[config.mk]
export PLATFORM = sky130hd
export DESIGN_NAME = twi_line_conditioner
export DESIGN_NICKNAME = d
export VERILOG_FILES = /design/src/rtl/twi_pkg.sv /design/src/rtl/twi_glitch_filter.sv /design/src/rtl/twi_line_conditioner.sv
export SDC_FILE = /design/constraint.sdc
export NUM_CORES = 1
export LEC_CHECK = 0
export BUFFER_PORTS_ARGS = -buffer_cell sky130_fd_sc_hd__buf_4
export CORE_ASPECT_RATIO = 0.7
export CORE_MARGIN = 1
export CORE_UTILIZATION = 29
export DETAILED_ROUTE_END_ITERATION = 16
export PLACE_DENSITY = 0.43
export SYNTH_ARGS = -nofsm -noshare
export SYNTH_HDL_FRONTEND = slang
export SYNTH_SLANG_ARGS = --single-unit
[constraint.sdc]
create_clock -name clk -period 2.7 [get_ports clk]
set_input_delay 0.54 -clock clk [delete_from_list [all_inputs] [get_ports clk]]
set_output_delay 0.54 -clock clk [all_outputs]
set_load 0.1 [all_outputs]
[src/rtl/twi_pkg.sv]
// Shared types and defaults for the TWI line conditioner.
// Bus state enum, default timing constants, saturating add helper.
package twi_pkg;

    typedef enum logic {
        IDLE = 1'b0,
        BUSY = 1'b1
    } twi_bus_state_t;

    localparam int TWI_SYNC_STAGES    = 2;
    localparam int TWI_FILT_CYCLES    = 3;
    localparam int TWI_TIMEOUT_CYCLES = 1250000;

    function automatic logic [7:0] twi_sat_add8(
        input logic [7:0] a,
        input logic [1:0] b
    );
        logic [8:0] sum;
        sum = {1'b0, a} + {7'b0, b};
        return sum[8] ? 8'hff : sum[7:0];
    endfunction

endpackage

[src/rtl/twi_glitch_filter.sv]
// Pad synchroniser plus persistence filter for one TWI line.
// reject pulses when a pending level change collapses before acceptance.
module twi_glitch_filter
    import twi_pkg::*;
#(
    parameter int SYNC_STAGES = TWI_SYNC_STAGES,
    parameter int FILT_CYCLES = TWI_FILT_CYCLES
) (
    input  logic clk,
    input  logic reset,
    input  logic pad,
    output logic f,
    output logic reject
);

    localparam int CW = $clog2(FILT_CYCLES + 1);

    logic [SYNC_STAGES-1:0] sync_q, sync_d;
    logic                   f_q, f_d;
    logic [CW-1:0]          cnt_q, cnt_d;
    logic                   s;

    assign s = sync_q[SYNC_STAGES-1];

    // Shift the pad in; count how long s has disagreed with f.
    always_comb begin
        sync_d = {sync_q[SYNC_STAGES-2:0], pad};
        f_d    = f_q;
        cnt_d  = '0;
        reject = 1'b0;
        if (s != f_q) begin
            if (cnt_q == CW'(FILT_CYCLES - 1)) begin
                f_d = s;
            end else begin
                cnt_d = cnt_q + 1'b1;
            end
        end else begin
            reject = (cnt_q != '0);
        end
    end

    // Idle bus is high, so everything resets to 1 except the counter.
    always_ff @(posedge clk or posedge reset) begin
        if (reset) begin
            sync_q <= '1;
            f_q    <= 1'b1;
            cnt_q  <= '0;
        end else begin
            sync_q <= sync_d;
            f_q    <= f_d;
            cnt_q  <= cnt_d;
        end
    end

    assign f = f_q;

endmodule

[src/rtl/twi_line_conditioner.sv]
// TWI front end: filtered SDA/SCL, event strobes, busy tracking.
// Define TWI_LC_GLITCH_CNT_EN to add the glitch_count output.
module twi_line_conditioner
    import twi_pkg::*;
#(
    parameter int SYNC_STAGES    = TWI_SYNC_STAGES,
    parameter int FILT_CYCLES    = TWI_FILT_CYCLES,
    parameter int TIMEOUT_CYCLES = TWI_TIMEOUT_CYCLES
) (
    input  logic       clk,
    input  logic       reset,
    input  logic       enable,
    input  logic       SDA,
    input  logic       SCL,
    output logic       sda_f,
    output logic       scl_f,
    output logic       scl_rise,
    output logic       start_det,
    output logic       stop_det,
    output logic       bus_busy,
    output logic       timeout_err
`ifdef TWI_LC_GLITCH_CNT_EN
    ,
    output logic [7:0] glitch_count
`endif
);

    localparam int TW = $clog2(TIMEOUT_CYCLES + 1);

    logic sda_rej, scl_rej;

    twi_glitch_filter #(
        .SYNC_STAGES (SYNC_STAGES),
        .FILT_CYCLES (FILT_CYCLES)
    ) u_sda_filt (
        .clk    (clk),
        .reset  (reset),
        .pad    (SDA),
        .f      (sda_f),
        .reject (sda_rej)
    );

    twi_glitch_filter #(
        .SYNC_STAGES (SYNC_STAGES),
        .FILT_CYCLES (FILT_CYCLES)
    ) u_scl_filt (
        .clk    (clk),
        .reset  (reset),
        .pad    (SCL),
        .f      (scl_f),
        .reject (scl_rej)
    );

    logic sda_q, sda_d;
    logic scl_q, scl_d;
    logic rise_ev, start_ev, stop_ev, to_ev;

    assign rise_ev  = !scl_q & scl_f;
    assign start_ev = sda_q & !sda_f & scl_q & scl_f;
    assign stop_ev  = !sda_q & sda_f & scl_q & scl_f;

    twi_bus_state_t state_q, state_d;
    logic [TW-1:0]  to_cnt_q, to_cnt_d;

    // Bus state and SCL-low watchdog; independent of enable.
    always_comb begin
        state_d  = state_q;
        to_cnt_d = '0;
        to_ev    = 1'b0;
        unique case (state_q)
            IDLE: begin
                if (start_ev) state_d = BUSY;
            end
            BUSY: begin
                if (stop_ev) begin
                    state_d = IDLE;
                end else if (!scl_f) begin
                    if (to_cnt_q == TW'(TIMEOUT_CYCLES - 1)) begin
                        to_ev   = 1'b1;
                        state_d = IDLE;
                    end else if (to_cnt_q != TW'(TIMEOUT_CYCLES)) begin
                        to_cnt_d = to_cnt_q + 1'b1;
                    end else begin
                        to_cnt_d = to_cnt_q;
                    end
                end
            end
            default: state_d = IDLE;
        endcase
    end

    // Hold state and watchdog count.
    always_ff @(posedge clk or posedge reset) begin
        if (reset) begin
            state_q  <= IDLE;
            to_cnt_q <= '0;
        end else begin
            state_q  <= state_d;
            to_cnt_q <= to_cnt_d;
        end
    end

    logic scl_rise_q, scl_rise_d;
    logic start_q, start_d;
    logic stop_q, stop_d;
    logic to_q, to_d;
    logic busy_q, busy_d;

    // Strobes gated by enable; previous-level copies for edge detect.
    always_comb begin
        sda_d      = sda_f;
        scl_d      = scl_f;
        scl_rise_d = enable & rise_ev;
        start_d    = enable & start_ev;
        stop_d     = enable & stop_ev;
        to_d       = enable & to_ev;
        busy_d     = (state_q == BUSY);
    end

    // Register strobes and busy flag; idle-high previous levels.
    always_ff @(posedge clk or posedge reset) begin
        if (reset) begin
            sda_q      <= 1'b1;
            scl_q      <= 1'b1;
            scl_rise_q <= 1'b0;
            start_q    <= 1'b0;
            stop_q     <= 1'b0;
            to_q       <= 1'b0;
            busy_q     <= 1'b0;
        end else begin
            sda_q      <= sda_d;
            scl_q      <= scl_d;
            scl_rise_q <= scl_rise_d;
            start_q    <= start_d;
            stop_q     <= stop_d;
            to_q       <= to_d;
            busy_q     <= busy_d;
        end
    end

    assign scl_rise    = scl_rise_q;
    assign start_det   = start_q;
    assign stop_det    = stop_q;
    assign timeout_err = to_q;
    assign bus_busy    = busy_q;

`ifdef TWI_LC_GLITCH_CNT_EN
    logic [7:0] glitch_q, glitch_d;

    // Saturating count of rejected spikes on both lines.
    always_comb begin
        glitch_d = twi_sat_add8(glitch_q, {1'b0, sda_rej} + {1'b0, scl_rej});
    end

    // Hold the spike count.
    always_ff @(posedge clk or posedge reset) begin
        if (reset) begin
            glitch_q <= 8'h00;
        end else begin
            glitch_q <= glitch_d;
        end
    end

    assign glitch_count = glitch_q;
`else
    logic unused_rej;
    assign unused_rej = sda_rej | scl_rej;
`endif

endmodule

[Word level (Yosys, flattened, before mapping)]
Index checks and enable logic that the tools add are counted.
Word-level totals
  output and inout bits: 7
  register bits: 39
  word-level logic and storage cells: 60
  bits of input ports: 5
Operators by class
  reductions and logical operators: 5
  bitwise logic cells: 12
  equality and inequality tests: 7
  $add $sub $neg: 3
  mux-type cells: 18
Operators by type and width (number)
  $mux 21: 5
  $add 21x1->21 const B: 1
  $eq 21x21->1 const B: 1
  $ne 21x21->1 const B: 1
  $and 1x1->1: 11
  $mux 1: 8
  $mux 2: 4
  $ne 5x2->1 const B: 1
  $add 2x1->2 const B: 2
  $eq 2x2->1 const B: 2
  $reduce_and 2->1: 2
  $logic_not 1->1: 3
  $ne 1x1->1: 2
  $pmux 1 s2: 1
  $not 1->1: 1

[Logic depth before layout (Yosys ltp)]
  depth after elaboration: 7
  depth in mapped cells: 6
  mapped depth without buffers: 6

[By module]
Synthesis repeated with hierarchy kept, for this count alone.
Unflattened totals
  cell total of the unflattened synthesis: 172
  area total of the unflattened synthesis: 1813.0 um2
By module, submodules not included
  twi_line_conditioner: instances 1, cells each 148, area each 1432.6 um2, sequential area each 728.2 um2
  twi_glitch_filter: instances 2, cells each 12, area each 190.2 um2, sequential area each 128.9 um2

[Worst setup path after synthesis]
No wires, ideal clock.
  path type: reg-to-reg
  from: register to_cnt_q[1]
  to: register to_cnt_q[14]
  required time: 2622 ps
  period minus slack after synthesis: 1922 ps
  setup time: 78 ps
  stages on the path, launching flop included: 7
  setup slack: 778 ps
  data arrival time: 1844 ps
  path buffers: 1
  path through: dfrtp_1 > ha_1 > nand3_2 > or4_1 > clkbuf_2 > or3_1 > a21oi_1
On the way
  word-level cells in the longest chain between the ends: 6
  elaborated cells on any way between the ends: 9
  those cells by class: add/sub (1); eq/ne (3); mux (5)
Ends and longest elaborated chain
  start, declared: RTL line twi_line_conditioner.sv:63  | logic [TW-1:0] to_cnt_q, to_cnt_d;
  start signal, assigned: RTL line twi_line_conditioner.sv:99  | to_cnt_q <= to_cnt_d;
  $add 21x1->21: RTL line twi_line_conditioner.sv:82  | to_cnt_d = to_cnt_q + 1'b1;
  $mux 21: RTL line twi_line_conditioner.sv:81  | end else if (to_cnt_q != TW'(TIMEOUT_CYCLES)) begin
  $mux 21: RTL line twi_line_conditioner.sv:78  | if (to_cnt_q == TW'(TIMEOUT_CYCLES - 1)) begin
  $mux 21: RTL line twi_line_conditioner.sv:77  | end else if (!scl_f) begin
  $mux 21: RTL line twi_line_conditioner.sv:75  | if (stop_ev) begin
  $mux 21: RTL line twi_line_conditioner.sv:70  | unique case (state_q)
Several ways; a longest one is shown, not always the timed one. The select of a mux whose other input is x is not followed.
A chain may end at the register's enable or synchronous reset.

[Final worst setup path]
Same ends and word-level chain as after synthesis.

==> qor.yml <==
outcome:
  status: "finished clean"
yosys:
  yosysWarnings: 0
  yosysTopAreaCell: "dfrtp_1"
  syn-num-nets: 181
  ys.flop_type: "dfrtp_1"
  async_flop_share: 1.00
  ys_ff_latch: 39
  synth_cells: 174
  synth_area_leaders: "dfrtp_1, dfstp_2, xnor2_1, a21oi_1, o21ai_0"
  synth-edff-count: 0
  mappedNetlistArea_um2: 1780
  ys_seq_area_frac: 0.555
  ys_types: 35
  postSynthAreaPerCell_um2: 10.2
  synth.top_cell.area_share: 0.437
grt:
  grt_antenna_before_repair: 0
  grt_max_degree: 40
  track_usage: 0.136
  grt_pass1_wl_um: 6490
  grt_overflow: 0
  grt_pass1_vias: 1346
placement:
  post-place-cells: 259
  port_buffers: 11
  gp_congestion: 0.877
  dp_hpwl_um: 2630
setup_path:
  required_ns: 2.92
  rrSetupSlack_ns: 0.54
  crit_end: "to_cnt_q[14]"
  path_delay_family: "simple AND/OR/NAND/NOR gates"
  end_kind: "flip-flop"
  reg2reg_depth: 5
  path_buf_inv: 0
  cpMaxStageDelayCell: "or4_1"
  critical_path_class: "reg2reg"
  r2r_end: "to_cnt_q[14]"
  r2r_start: "to_cnt_q[1]"
  max_stage_delay_ns: 0.71
  critPathLaunch: "to_cnt_q[1]"
  path_depth: 5
  path_cells: "ha_1 > nand3_2 > or4_1 > or3_1 > a21oi_1"
  path_max_fanout: 9
  worstSetupStartpointType: "flip-flop"
  critPathArrivalTime_ns: 2.38
floorplanning:
  die_area_um2: 6450
  die_h_um: 67.5
  die_w_um: 95.6
  rows: 23
  start_util: 0.306
  coreArea_um2: 5810
  num_io_pins: 12
route:
  route.detailed.drc: 0
  drtAntennaViolNets: 0
  drt-initial-drc-count: 69
  routedWlPerCell_um: 13.6
  via_per_inst: 5.09
  vias: 1360
  dr.pass1.iters: 4
  drt_wl_total_um: 3630
pwr:
  ir_drop_mv: 0.355
  finalPower_mw: 1.73
  power_density_nw_per_um2: 842
  p_leak_nw: 0.787
clock_tree:
  clock_sink_count: 39
  numCtsBuffers: 5
  clkTransAtPathRegs_ns: 0.07
  cts_root_buffer: "clkbuf_8"
  cts_resized: 0
  tritoncts: "yes"
  cts_hold_buf: 0
  htreeDepth: 2
  post_cts_buffers: 0
  clock_latency_ns: 0.30
  cts_max_path_buffers: 2
timing:
  fmax_mhz: 463
  hold_viol: 0
  fin_skew_ns: 0.00675
  whs_ns: 0.352
  final-max-slew-violation-count: 0
  setup_violations: 0
  tightest_slew_ns: 0.483
  min_period_over_period: 0.800
  tns_ns: 0
  period_needed_ns: 2.16
  maxSlewHeadroom: 0.678
  rsz0062_at_grt: "false"
layout:
  synthToLayoutAreaGrowth_pct: 15.8
  drive_above_1_share: 0.177
  finalNonFillerCells: 267
  nets: 198
  antenna_cells: 0
  final_util: 0.354
min_path:
  min-delay-path-class: "in2reg"
job:
  max_cap_violations: 0
==> metrics by stage <==
step | area, µm² | setup WS, ns
finish | 2060 | 0.539
global route | 2060 | 0.416
CTS | 2060 | 0.552
detailed placement | 1960 | 0.565
global placement | 1960 | 0.668
floorplan | 1780 | 0.778
==> cells in the final DEF, fill, tap and decap left out, types with 6 or more instances in the layout <==
master,count
a21oi_1,13
nor2_1,12
dfstp_2,8
nand2_1,12
nand4_1,6
o21ai_0,12
or3_1,8
inv_1,10
xnor2_1,8
dfrtp_1,31
nand3_1,6
clkbuf_8,7
nor3_1,10
buf_4,14
==> area by class of cell <==
cell class,instances,area (µm²)
well taps,75,93.8
flip-flops and latches,39,986
inverters,10,37.5
clock buffers,8,100
fillers,594,3750
multi-input cells,121,736
repair buffers,14,105
==> synthesized netlist by cell type, drive strengths merged (2+ instances only) <==
cell type and n:
dfstp 8, nor2b 2, or4 4, o21ai 13
clkbuf 3, xnor2 8, nor4 3, nor3 10
nand3 7, and4 3, nor2 12, or3 8
a21oi 13, nand4 6, nand2 12, xor2 3
inv 10, ha 2, nor4b 4, dfrtp 31
==> kinds of logic (layout without fill, tap and decap cells) <==
group / count (synthesis) / in the layout / synth area share
AOI/OAI and AO/OA: 30 / 30 / 0.0916
DFF: 39 / 39 / 0.555
buffers and inverters: 14 / 32 / 0.0310
adders and majority gates: 2 / 2 / 0.0141
xor gates and xnor gates: 11 / 11 / 0.0542
muxes: 1 / 1 / 0.00634
and+or+nand+nor: 77 / 77 / 0.248
==> where the power goes <==
part	internal [mW]	switching (mW)	leakage, nW	total [mW]
logic	0.141	0.368	0.227	0.509
clock network	0.233	0.201	0.0515	0.434
registers	0.697	0.0941	0.509	0.791
total	1.07	0.663	0.787	1.73
==> routing by layer <==
layer	up-vias	track usage	routed length [µm]
met2	26	0.192	1510
met3	8	0.0372	198
li1	657	-	-
met5	-	0	0
met1	669	0.187	1840
met4	0	0.0784	78
==> how the worst min path moves through the flow <==
stage	from	endpoint	depth (start not counted)
after floorplan	u_scl_filt.sync_q[0]	u_scl_filt.sync_q[1]	0
after global placement	u_sda_filt.sync_q[0]	u_sda_filt.sync_q[1]	0
after detailed placement	u_sda_filt.sync_q[0]	u_sda_filt.sync_q[1]	0
after CTS	SDA	u_sda_filt.sync_q[0]	1
after global routing	SCL	u_scl_filt.sync_q[0]	1
final	SCL	u_scl_filt.sync_q[0]	1
==> state kept, by name, summed over array words and instances, names as in the netlist <==
name,count
busy_d,1
u_scl_filt.sync_q,2
timeout_err,1
u_sda_filt.sync_q,2
start_det,1
u_scl_filt.cnt_q,2
stop_det,1
scl_q,1
u_scl_filt.f,1
scl_rise,1
to_cnt_q,21
bus_busy,1
u_sda_filt.cnt_q,2
sda_q,1
u_sda_filt.f,1
Note: power is estimated with default switching activity, not from simulation.
